`src/rtl/uart_tx.sv`:
```
// uart_tx: UART serializer paced by an oversampling tick (start, DBIT data LSB first, stop).
// Optional even-parity bit between data and stop when UART_TX_PARITY_EN is defined.
module uart_tx #(
  parameter int DBIT    = 8,
  parameter int SB_TICK = 16,
  parameter int OS_TICK = 16
) (
  input  logic            i_clock,
  input  logic            i_reset,
  input  logic            i_tick,
  input  logic            i_tx_start,
  input  logic [DBIT-1:0] i_data_byte,
  output logic            o_tx,
  output logic            o_tx_busy,
  output logic            o_done_bit
);
  localparam int TMAX = (OS_TICK > SB_TICK) ? OS_TICK : SB_TICK;
  localparam int TW   = (TMAX > 1) ? $clog2(TMAX) : 1;
  localparam int BW   = (DBIT > 1) ? $clog2(DBIT) : 1;
  localparam logic [TW-1:0] OS_LAST  = TW'(OS_TICK - 1);
  localparam logic [TW-1:0] SB_LAST  = TW'(SB_TICK - 1);
  localparam logic [BW-1:0] BIT_LAST = BW'(DBIT - 1);

`ifdef UART_TX_PARITY_EN
  typedef enum logic [2:0] {IDLE, START, DATA, PARITY, STOP} state_t;
`else
  typedef enum logic [2:0] {IDLE, START, DATA, STOP} state_t;
`endif

  state_t          state, state_nx;
  logic [TW-1:0]   tick_cnt, tick_nx;
  logic [BW-1:0]   bit_cnt, bit_nx;
  logic [DBIT-1:0] shift_reg, shift_nx;
  logic            tx_nx, busy_nx, done_nx;
  logic            accept;

  // The done cycle blocks acceptance so a new frame always sees one idle clock.
  assign accept = (state == IDLE) && i_tx_start && !o_done_bit;

`ifdef UART_TX_PARITY_EN
  logic parity_q;

  always_ff @(posedge i_clock) begin
    if (!i_reset) begin
      parity_q <= 1'b0;
    end else if (accept) begin
      parity_q <= ^i_data_byte;
    end
  end
`endif

  always_ff @(posedge i_clock) begin
    if (!i_reset) begin
      state      <= IDLE;
      tick_cnt   <= '0;
      bit_cnt    <= '0;
      shift_reg  <= '0;
      o_tx       <= 1'b1;
      o_tx_busy  <= 1'b0;
      o_done_bit <= 1'b0;
    end else begin
      state      <= state_nx;
      tick_cnt   <= tick_nx;
      bit_cnt    <= bit_nx;
      shift_reg  <= shift_nx;
      o_tx       <= tx_nx;
      o_tx_busy  <= busy_nx;
      o_done_bit <= done_nx;
    end
  end

  always_comb begin
    state_nx = state;
    tick_nx  = tick_cnt;
    bit_nx   = bit_cnt;
    shift_nx = shift_reg;
    case (state)
      IDLE: begin
        if (accept) begin
          state_nx = START;
          tick_nx  = '0;
          bit_nx   = '0;
          shift_nx = i_data_byte;
        end
      end
      START: begin
        if (i_tick) begin
          if (tick_cnt == OS_LAST) begin
            state_nx = DATA;
            tick_nx  = '0;
            bit_nx   = '0;
          end else begin
            tick_nx = tick_cnt + TW'(1);
          end
        end
      end
      DATA: begin
        if (i_tick) begin
          if (tick_cnt == OS_LAST) begin
            tick_nx  = '0;
            shift_nx = shift_reg >> 1;
            if (bit_cnt == BIT_LAST) begin
`ifdef UART_TX_PARITY_EN
              state_nx = PARITY;
`else
              state_nx = STOP;
`endif
            end else begin
              bit_nx = bit_cnt + BW'(1);
            end
          end else begin
            tick_nx = tick_cnt + TW'(1);
          end
        end
      end
`ifdef UART_TX_PARITY_EN
      PARITY: begin
        if (i_tick) begin
          if (tick_cnt == OS_LAST) begin
            state_nx = STOP;
            tick_nx  = '0;
          end else begin
            tick_nx = tick_cnt + TW'(1);
          end
        end
      end
`endif
      STOP: begin
        if (i_tick) begin
          if (tick_cnt == SB_LAST) begin
            state_nx = IDLE;
            tick_nx  = '0;
          end else begin
            tick_nx = tick_cnt + TW'(1);
          end
        end
      end
      default: state_nx = IDLE;
    endcase
  end

  // Line level follows the current state, giving one clock of latency after acceptance.
  always_comb begin
    tx_nx = 1'b1;
    case (state)
      START:   tx_nx = 1'b0;
      DATA:    tx_nx = shift_reg[0];
`ifdef UART_TX_PARITY_EN
      PARITY:  tx_nx = parity_q;
`endif
      default: tx_nx = 1'b1;
    endcase
    busy_nx = (state_nx != IDLE);
    done_nx = (state == STOP) && (state_nx == IDLE);
  end

endmodule

```
`config.mk`:
```
export PLATFORM = sky130hd
export DESIGN_NAME = uart_tx
export DESIGN_NICKNAME = d
export VERILOG_FILES = /design/src/rtl/uart_tx.sv
export SDC_FILE = /design/constraint.sdc
export NUM_CORES = 1
export LEC_CHECK = 0
export CORE_ASPECT_RATIO = 0.75
export CORE_MARGIN = 2
export CORE_UTILIZATION = 52
export DETAILED_ROUTE_END_ITERATION = 10
export GPL_TIMING_DRIVEN = 1
export PLACE_DENSITY = 0.77
export SKIP_LAST_GASP = 1
export SYNTH_ARGS = -nofsm -noshare
export SYNTH_HDL_FRONTEND = slang
export SYNTH_SLANG_ARGS = --single-unit
```
`constraint.sdc`:
```
create_clock -name i_clock -period 2.1 [get_ports i_clock]
set_clock_uncertainty 0.1 [all_clocks]
set_input_delay 0.315 -clock i_clock [delete_from_list [all_inputs] [get_ports i_clock]]
set_output_delay 0.315 -clock i_clock [all_outputs]
set_load 0.02 [all_outputs]
```
# ---- Word-level counts from Yosys, hierarchy flattened
# Cells that the tools add are included.
dict set report op_classes {
  reduce_logical 14
  addsub 2
  mux 25
  eq_ne 12
}
# operator n
set ops {}
lappend ops {{two-way mux 3 bit} 14}
lappend ops {{two-way mux 8 bit} 3}
lappend ops {{case mux 8 bit (2 select lines)} 1}
lappend ops {{two-way mux 4 bit} 3}
lappend ops {{!= test 2 bit (second input constant)} 6}
lappend ops {{case mux 3 bit (4 select lines)} 1}
lappend ops {{case mux 3 bit (3 select lines)} 1}
lappend ops {{case mux 4 bit (2 select lines)} 1}
lappend ops {{AND reduction 7 bit} 1}
lappend ops {{equality test 3 x 2 -> 1 bit (second input constant)} 2}
lappend ops {{logical NOT 3 bit} 2}
lappend ops {{nonzero test 3 bit} 2}
lappend ops {{adder 4 x 1 -> 4 bit (second input constant)} 1}
lappend ops {{equality test 4 bit (second input constant)} 1}
lappend ops {{AND reduction 4 bit} 1}
lappend ops {{nonzero test 2 bit} 2}
lappend ops {{adder 3 x 1 -> 3 bit (second input constant)} 1}
lappend ops {{equality test 3 x 1 -> 1 bit (second input constant)} 1}
lappend ops {{equality test 3 bit (second input constant)} 1}
lappend ops {{logical AND 1 bit} 3}
lappend ops {{AND reduction 3 bit} 1}
lappend ops {{OR reduction 3 bit} 1}
lappend ops {{!= test 2 x 1 -> 1 bit (second input constant)} 1}
lappend ops {{case mux 1 bit (2 select lines)} 1}
lappend ops {{logical NOT 1 bit} 1}
dict set report totals {
  elab_cells 60
  register_bits 21
}

# ---- Depth between registers and ports, before layout
# Gate-level depths: netlist of run 1.
dict set report depth {
  ltp_word 7
  depth_mapped 6
  mapped_depth_nobuf 6
}

# ---- Least setup slack after synthesis of run 1
# Ideal clock, no wire load.
dict set report synth_path {
  kind {register to register}
  from {register tick_cnt[0]}
  to {register shift_reg[3]}
  stages_incl_launch_ff 7
  path_slack_ps 524
  arrival_time_ps 1391
  period_less_slack_ps 1576
  required_time_ps 1914
  n_path_buf 1
  cell_sequence {dfxtp_1 > ha_1 > and4_1 > a22o_2 > buf_4 > nor2_1 > a211oi_1}
}
dict set report synth_between {
  elab_chain_cells 3
}
# item line_no
set synth_rtl {}
lappend synth_rtl {{start, declared} 31} ;# logic [TW-1:0] tick_cnt, tick_nx;
lappend synth_rtl {{start signal, assigned} 63} ;# tick_cnt <= tick_nx;
lappend synth_rtl {{equality test 4 bit} 99} ;# if (tick_cnt == OS_LAST) begin
lappend synth_rtl {{!= test 2 bit (no source line)} --}
lappend synth_rtl {{AND reduction 4 bit (no source line)} --}
lappend synth_rtl {{end signal, assigned} 65} ;# shift_reg <= shift_nx;
lappend synth_rtl {{end, declared} 33} ;# logic [DBIT-1:0] shift_reg, shift_nx;
# No other way between the ends.
# A chain may end at the register's enable or synchronous reset.

# ---- Worst setup path after layout of run 1
dict set report layout_path {
  from {register tick_cnt[0]}
  to {register shift_reg[6]}
}
# The elaborated chain is that of the path after synthesis.

==> results of run 1 <==
worst max path at each step:
stage / startpoint / to / depth (start not counted)
2_1_floorplan: tick_cnt[0] / shift_reg[3] / 6
4_1_cts: tick_cnt[0] / shift_reg[6] / 5
3_5_place_dp: i_tx_start / shift_reg[6] / 5
5_1_grt: tick_cnt[0] / shift_reg[2] / 5
6_report: tick_cnt[0] / shift_reg[6] / 5
3_3_place_gp: i_tx_start / shift_reg[7] / 5
Yosys cell counts, drive strengths merged (2+ instances only):
| library cell | number |
|---|---|
| dfxtp | 21 |
| nand2 | 12 |
| nor2 | 11 |
| mux2i | 10 |
| nand3 | 9 |
| a211oi | 6 |
| a21oi | 6 |
| buf | 5 |
| nor2b | 5 |
| ha | 3 |
| nand2b | 3 |
| nor3 | 2 |
| nor3b | 2 |
| o21ai | 2 |
cell type report:
cell class,instances,share of cell area [%]
multi-input combinational,88,46.4
sequential,21,34.5
timing repair buffer,18,14.0
tap,22,2.26
clock buffer,3,1.85
inverter,2,0.617
clock inverter,1,0.411
routing by layer:
layer / wire (µm) / up-vias / share of wire (%) / global-route usage (%)
met2: 795 / 16 / 42 / 28.3
met3: 84 / 3 / 4.4 / 6.71
met5: 0 / - / 0 / 0
met4: 12 / 0 / 0.63 / 2.93
met1: 1020 / 393 / 53 / 23.6
li1: - / 449 / - / -
power groups by stage:
| stage | Combinational [mW] | Clock [mW] | Sequential, mW |
|---|---|---|---|
| floorplan | 0.0497 | 0 | 0.428 |
| global placement | 0.0798 | 0 | 0.433 |
| detailed placement | 0.0824 | 0 | 0.433 |
| CTS | 0.0825 | 0.203 | 0.424 |
| global route | 0.0910 | 0.214 | 0.426 |
| finish | 0.0821 | 0.193 | 0.424 |
cells by family after synthesis:
kind of cell / after synthesis
xor gates and xnor gates: 1
muxes: 10
other: 1
DFF: 21
adders and majority gates: 3
AOI/OAI and AO/OA: 23
buffers and inverters: 8
and+or+nand+nor: 50
through the flow:
stage          utilization (%)  hold slack (ps)
2_1_floorplan                -              337
3_3_place_gp              65.9              351
3_5_place_dp              65.9              364
4_1_cts                   67.4              388
5_1_grt                   67.4              402
6_report                  67.4              386
worst max-delay path: cells and delay by family (launching register included):
family | cells | cell delay (ps)
compound gates | 2 | 580
fa+ha+maj | 1 | 250
flops | 1 | 420
simple gates | 2 | 360
==> impl_results.md, run 1 <==
* Synthesized area at 1040 µm²
* Nets at roughly 150
* First-pass GRT wire length at roughly 3300 µm
* R2R depth at 5
* Number of flops mapped to enable cells by yosys at 0
* Design area at ~1200 µm²
* Detail Placement HPWL at around 1500 µm
* Root Buffer: clkbuf_4
* Post-synth cell types at 37
* Internal power at ~0.53 mW
* Power Total at ~0.7 mW
* Total gr overflow at 0
* Reg2reg start: tick_cnt[0]
* Starting DRC count in detailed routing at 8
* Post-CTS Hold Buffers at 0
* Top FF cell, synth: dfxtp_1
* Final period util at a little under nine tenths
* Largest family of logic cells by synthesized area: simple AND/OR/NAND/NOR gates
* Yosys top cell area share at 40.6%
* Final setup viols at 0
* Port-buffer cells at 14
* WL/cell at about 12 µm
* ANT nets after route at 0
* Multiplexer share of the synthesized area at just under 10%
* Area Growth Syn to Fin at 17.5%
* WHS Endpoint: bit_cnt[1]
* Critical Path RT at between 2000 and 2500 ps
* Vias at approximately 860
* Placed insts at between 150 and 200
* CP Class: reg -> reg
* Fill count at between 150 and 200
* Most frequent cells in the layout: dfxtp_1, clkdlybuf4s50_1, nand2_1, nor2_1, mux2i_1
* Clk slew on worst S/H paths at approximately 120 ps
* R2r endpoint: shift_reg[6]
* Area contributors post-synth: dfxtp_1, mux2i_1, nand3_1
* CP max stage cell: dfxtp_1
* Rows at 13
* NetSw at ~0.17 mW
* Max reg flops at 8
* Simple-Gate Fraction of Synth Area at between 20 and 25%
* Die ar. at 2370 µm²
* TritonCTS Buffers at 3
* Xor/xnor share of the synthesized area at less than 1%
* Post_cts resized at 0
* Reg area at approximately 420 µm²
* Detailed Route WL at around 1900 µm
* Hold Violations, Final at 0
* Max incr delay on CP at ~420 ps
* Antenna Diode Count at 0
* Clk pwr share at about 28%
* Starting Density at 57.4%
* Leakage at 0.508 nW
* Worst setup SP type: flip-flop
* # DRC at 0
* GRT Total Usage at 17.8%
* Gate power share at about an eighth
* Hold Crit Class: reg -> reg
* Leading cell type in the layout, fill and taps excluded: dfxtp_1
* Drt pass-1 iters at 4
* Number of synthesized register bits at 21
* Crit Path Max Fanout at 15
* Synth Warn # at 0
* CTS tree: done
* Final worst setup slack at between 300 and 400 ps
* CTS H-tree depth at 1
* Clk_lat worst skew at between 300 and 400 ps
* CP arrival at between 1500 and 2000 ps
* Vias in the first global route at between 700 and 800
* Sequential fraction of design power at between 60% and 70%
* Period minus WS final at approximately 1800 ps
* Placer Congestion at 0.749
* Hold Path Stages at 2
* Total of max-cap violations at 0
* Core area at ~1800 µm²
* Fmax at 560 MHz
* Compound-Gate Fraction of Synth Area at between 15 and 20%
* Setup TNS at 0 ps
* Worst-case clock buffer depth at 2
* Hold Path Origin: bit_cnt[1]
* I/O Pins at 15
* Share of cells above drive strength 1 at 8.27%
* Worst reg2reg setup slack at about 310 ps
* Fraction of registers with async set/reset at 0%
* Initial antenna violation count at 0
* Area after DPL at 1190 µm²
* Vias per cell at ~5.6
* Area of the multi-input gates at ~560 µm²
* Seq/Total Area, Yosys at 40.6%
* Max VDD drop at roughly 0.56 mV
* Critical path cell sequence: ha_1 > and4_1 > a22o_2 > nor2_1 > a311oi_1
* Largest net degree at the start of global routing at 16
* Status: complete, no violations
* Clock sink count at 21
* Postcts setup bufs at 0
* Critical Path End Type: flip-flop
* DIE WIDTH at approximately 56 µm
* Die Height at between 40 and 50 µm
* Switching share of power at 24.4%
* Syn Inst Count at roughly 120
* Synth Net Count at 132
* Syn Area/Cell at ~8.9 µm²
* Worst slack, placed at 130 ps
* Fin. max-slew vios at 0
* Pwr per Cell Area at 574 nW/µm²
* Post-synth top area cell: dfxtp_1
* Synth Area in Adders at ~3.6%
* Fin cells at 155
* RSZ-0062 raised after global routing: false
Power figures use the tool's default switching activity.
==> run 2: changes to the inputs <==
CORE_UTILIZATION = 50   (was 52)
CTS_CLUSTER_SIZE = 30   (was unset)
PLACE_DENSITY = 0.74   (was 0.77)
==> impl_results.md, run 2 (synthesized netlist as in run 1, its figures left out) <==
* CP arrival at 1900 ps
* R2R depth at 5
* Vias per cell at roughly 5.6
* CTS H-tree depth at 1
* Nets at 149
* Port-buffer cells at 14
* Detailed Route WL at approximately 2000 µm
* Design area at ~1200 µm²
* TritonCTS Buffers at 3
* Drt pass-1 iters at 4
* Max incr delay on CP at around 420 ps
* Worst setup SP type: flip-flop
* Worst-case clock buffer depth at 2
* Total gr overflow at 0
* Setup TNS at 0 ps
* Share of cells above drive strength 1 at approximately 8.3%
* Detail Placement HPWL at 1500 µm
* Post_cts resized at 0
* Area after DPL at 1190 µm²
* Rows at 14
* Die ar. at roughly 2500 µm²
* Critical Path RT at approximately 2200 ps
* Starting Density at between 50% and 60%
* Crit Path Max Fanout at 15
* CP max stage cell: dfxtp_1
* Total of max-cap violations at 0
* DIE WIDTH at approximately 57 µm
* ANT nets after route at 0
* Most frequent cells in the layout: dfxtp_1, clkdlybuf4s50_1, nand2_1, nor2_1, mux2i_1
* Placer Congestion at between 0.7 and 0.8
* Hold Violations, Final at 0
* Fin. max-slew vios at 0
* Leading cell type in the layout, fill and taps excluded: dfxtp_1
* Critical Path End Type: flip-flop
* Starting DRC count in detailed routing at 31
* Power Total at between 0.6 and 0.7 mW
* Antenna Diode Count at 0
* Critical path cell sequence: ha_1 > and4_1 > a22o_2 > nor2_1 > a211oi_1
* Vias at between 800 and 900
* Max reg flops at 8
* # DRC at 0
* I/O Pins at 15
* Period minus WS final at 1790 ps
* Status: complete, no violations
* Pwr per Cell Area at ~570 nW/µm²
* WL/cell at 12.7 µm
* Clock sink count at 21
* Postcts setup bufs at 0
* Hold Crit Class: reg -> reg
* Area Growth Syn to Fin at 17.8%
* Worst slack, placed at roughly 160 ps
* Final period util at 85.1%
* First-pass GRT wire length at around 3500 µm
* Max VDD drop at between 0.3 and 0.4 mV
* Largest net degree at the start of global routing at 16
* CP Class: reg -> reg
* Post-CTS Hold Buffers at 0
* Clk_lat worst skew at just over 300 ps
* Fill count at between 150 and 200
* Clk slew on worst S/H paths at 120 ps
* Vias in the first global route at approximately 770
* CTS tree: done
* Leakage at 0.508 nW
* Initial antenna violation count at 0
* Fmax at around 560 MHz
* GRT Total Usage at about a fifth
* Final worst setup slack at between 300 and 400 ps
* Die Height at around 43 µm
* Final setup viols at 0
* RSZ-0062 raised after global routing: false
* Hold Path Stages at 2
* Core area at ~2000 µm²
* Root Buffer: clkbuf_4
run 2: report_power, final:
group          leakage [nW]  internal [mW]  total (mW)  switching, mW
sequential            0.171          0.413       0.424         0.0117
clock                0.0177         0.0712       0.192          0.120
combinational         0.319         0.0443      0.0823         0.0380
total                 0.508          0.528       0.698          0.170
run 2: critical path, delay by kind of cell (launching register included):
kind                       cells  cell delay (ps)
AOI/OAI and AO/OA              2              550
adders and majority gates      1              260
DFF                            1              420
and+or+nand+nor                2              370
run 2: per-stage QoR:
step           hold WS [ps]  instances  utilization [%]
6_report                379        157             61.6
5_1_grt                 412        157             61.6
4_1_cts                 382        157             61.6
3_5_place_dp            362        153             60.2
3_3_place_gp            351        153             60.2
2_1_floorplan           337        117                -
run 2: layer usage:
metal	global-route usage (%)	part of all wire (%)	up-vias	wire length, µm
met3	6.27	4.2	5	84
met4	8.57	1.8	0	36
met1	25.2	52	405	1040
met5	0	0	-	0
met2	28.6	42	18	832
li1	-	-	450	-
run 2: path summary, 6_finish.rpt:
| path | start | to | slack, ps |
|---|---|---|---|
| worst min-delay path | bit_cnt[2] | bit_cnt[2] | 380 |
| worst min register to register | bit_cnt[2] | bit_cnt[2] | 380 |
| worst max-delay path | tick_cnt[0] | shift_reg[5] | 310 |
| worst max register to register | tick_cnt[0] | shift_reg[5] | 310 |
run 2: cell type report:
class                      count  area (µm²)  area share, %
clock buffer                   3        22.5           1.85
clock inverter                 1        5.00          0.410
inverter                       2        7.51          0.615
multi-input combinational     88         564           46.3
sequential                    21         420           34.5
tap                           24        30.0           2.46
timing repair buffer          18         170           13.9
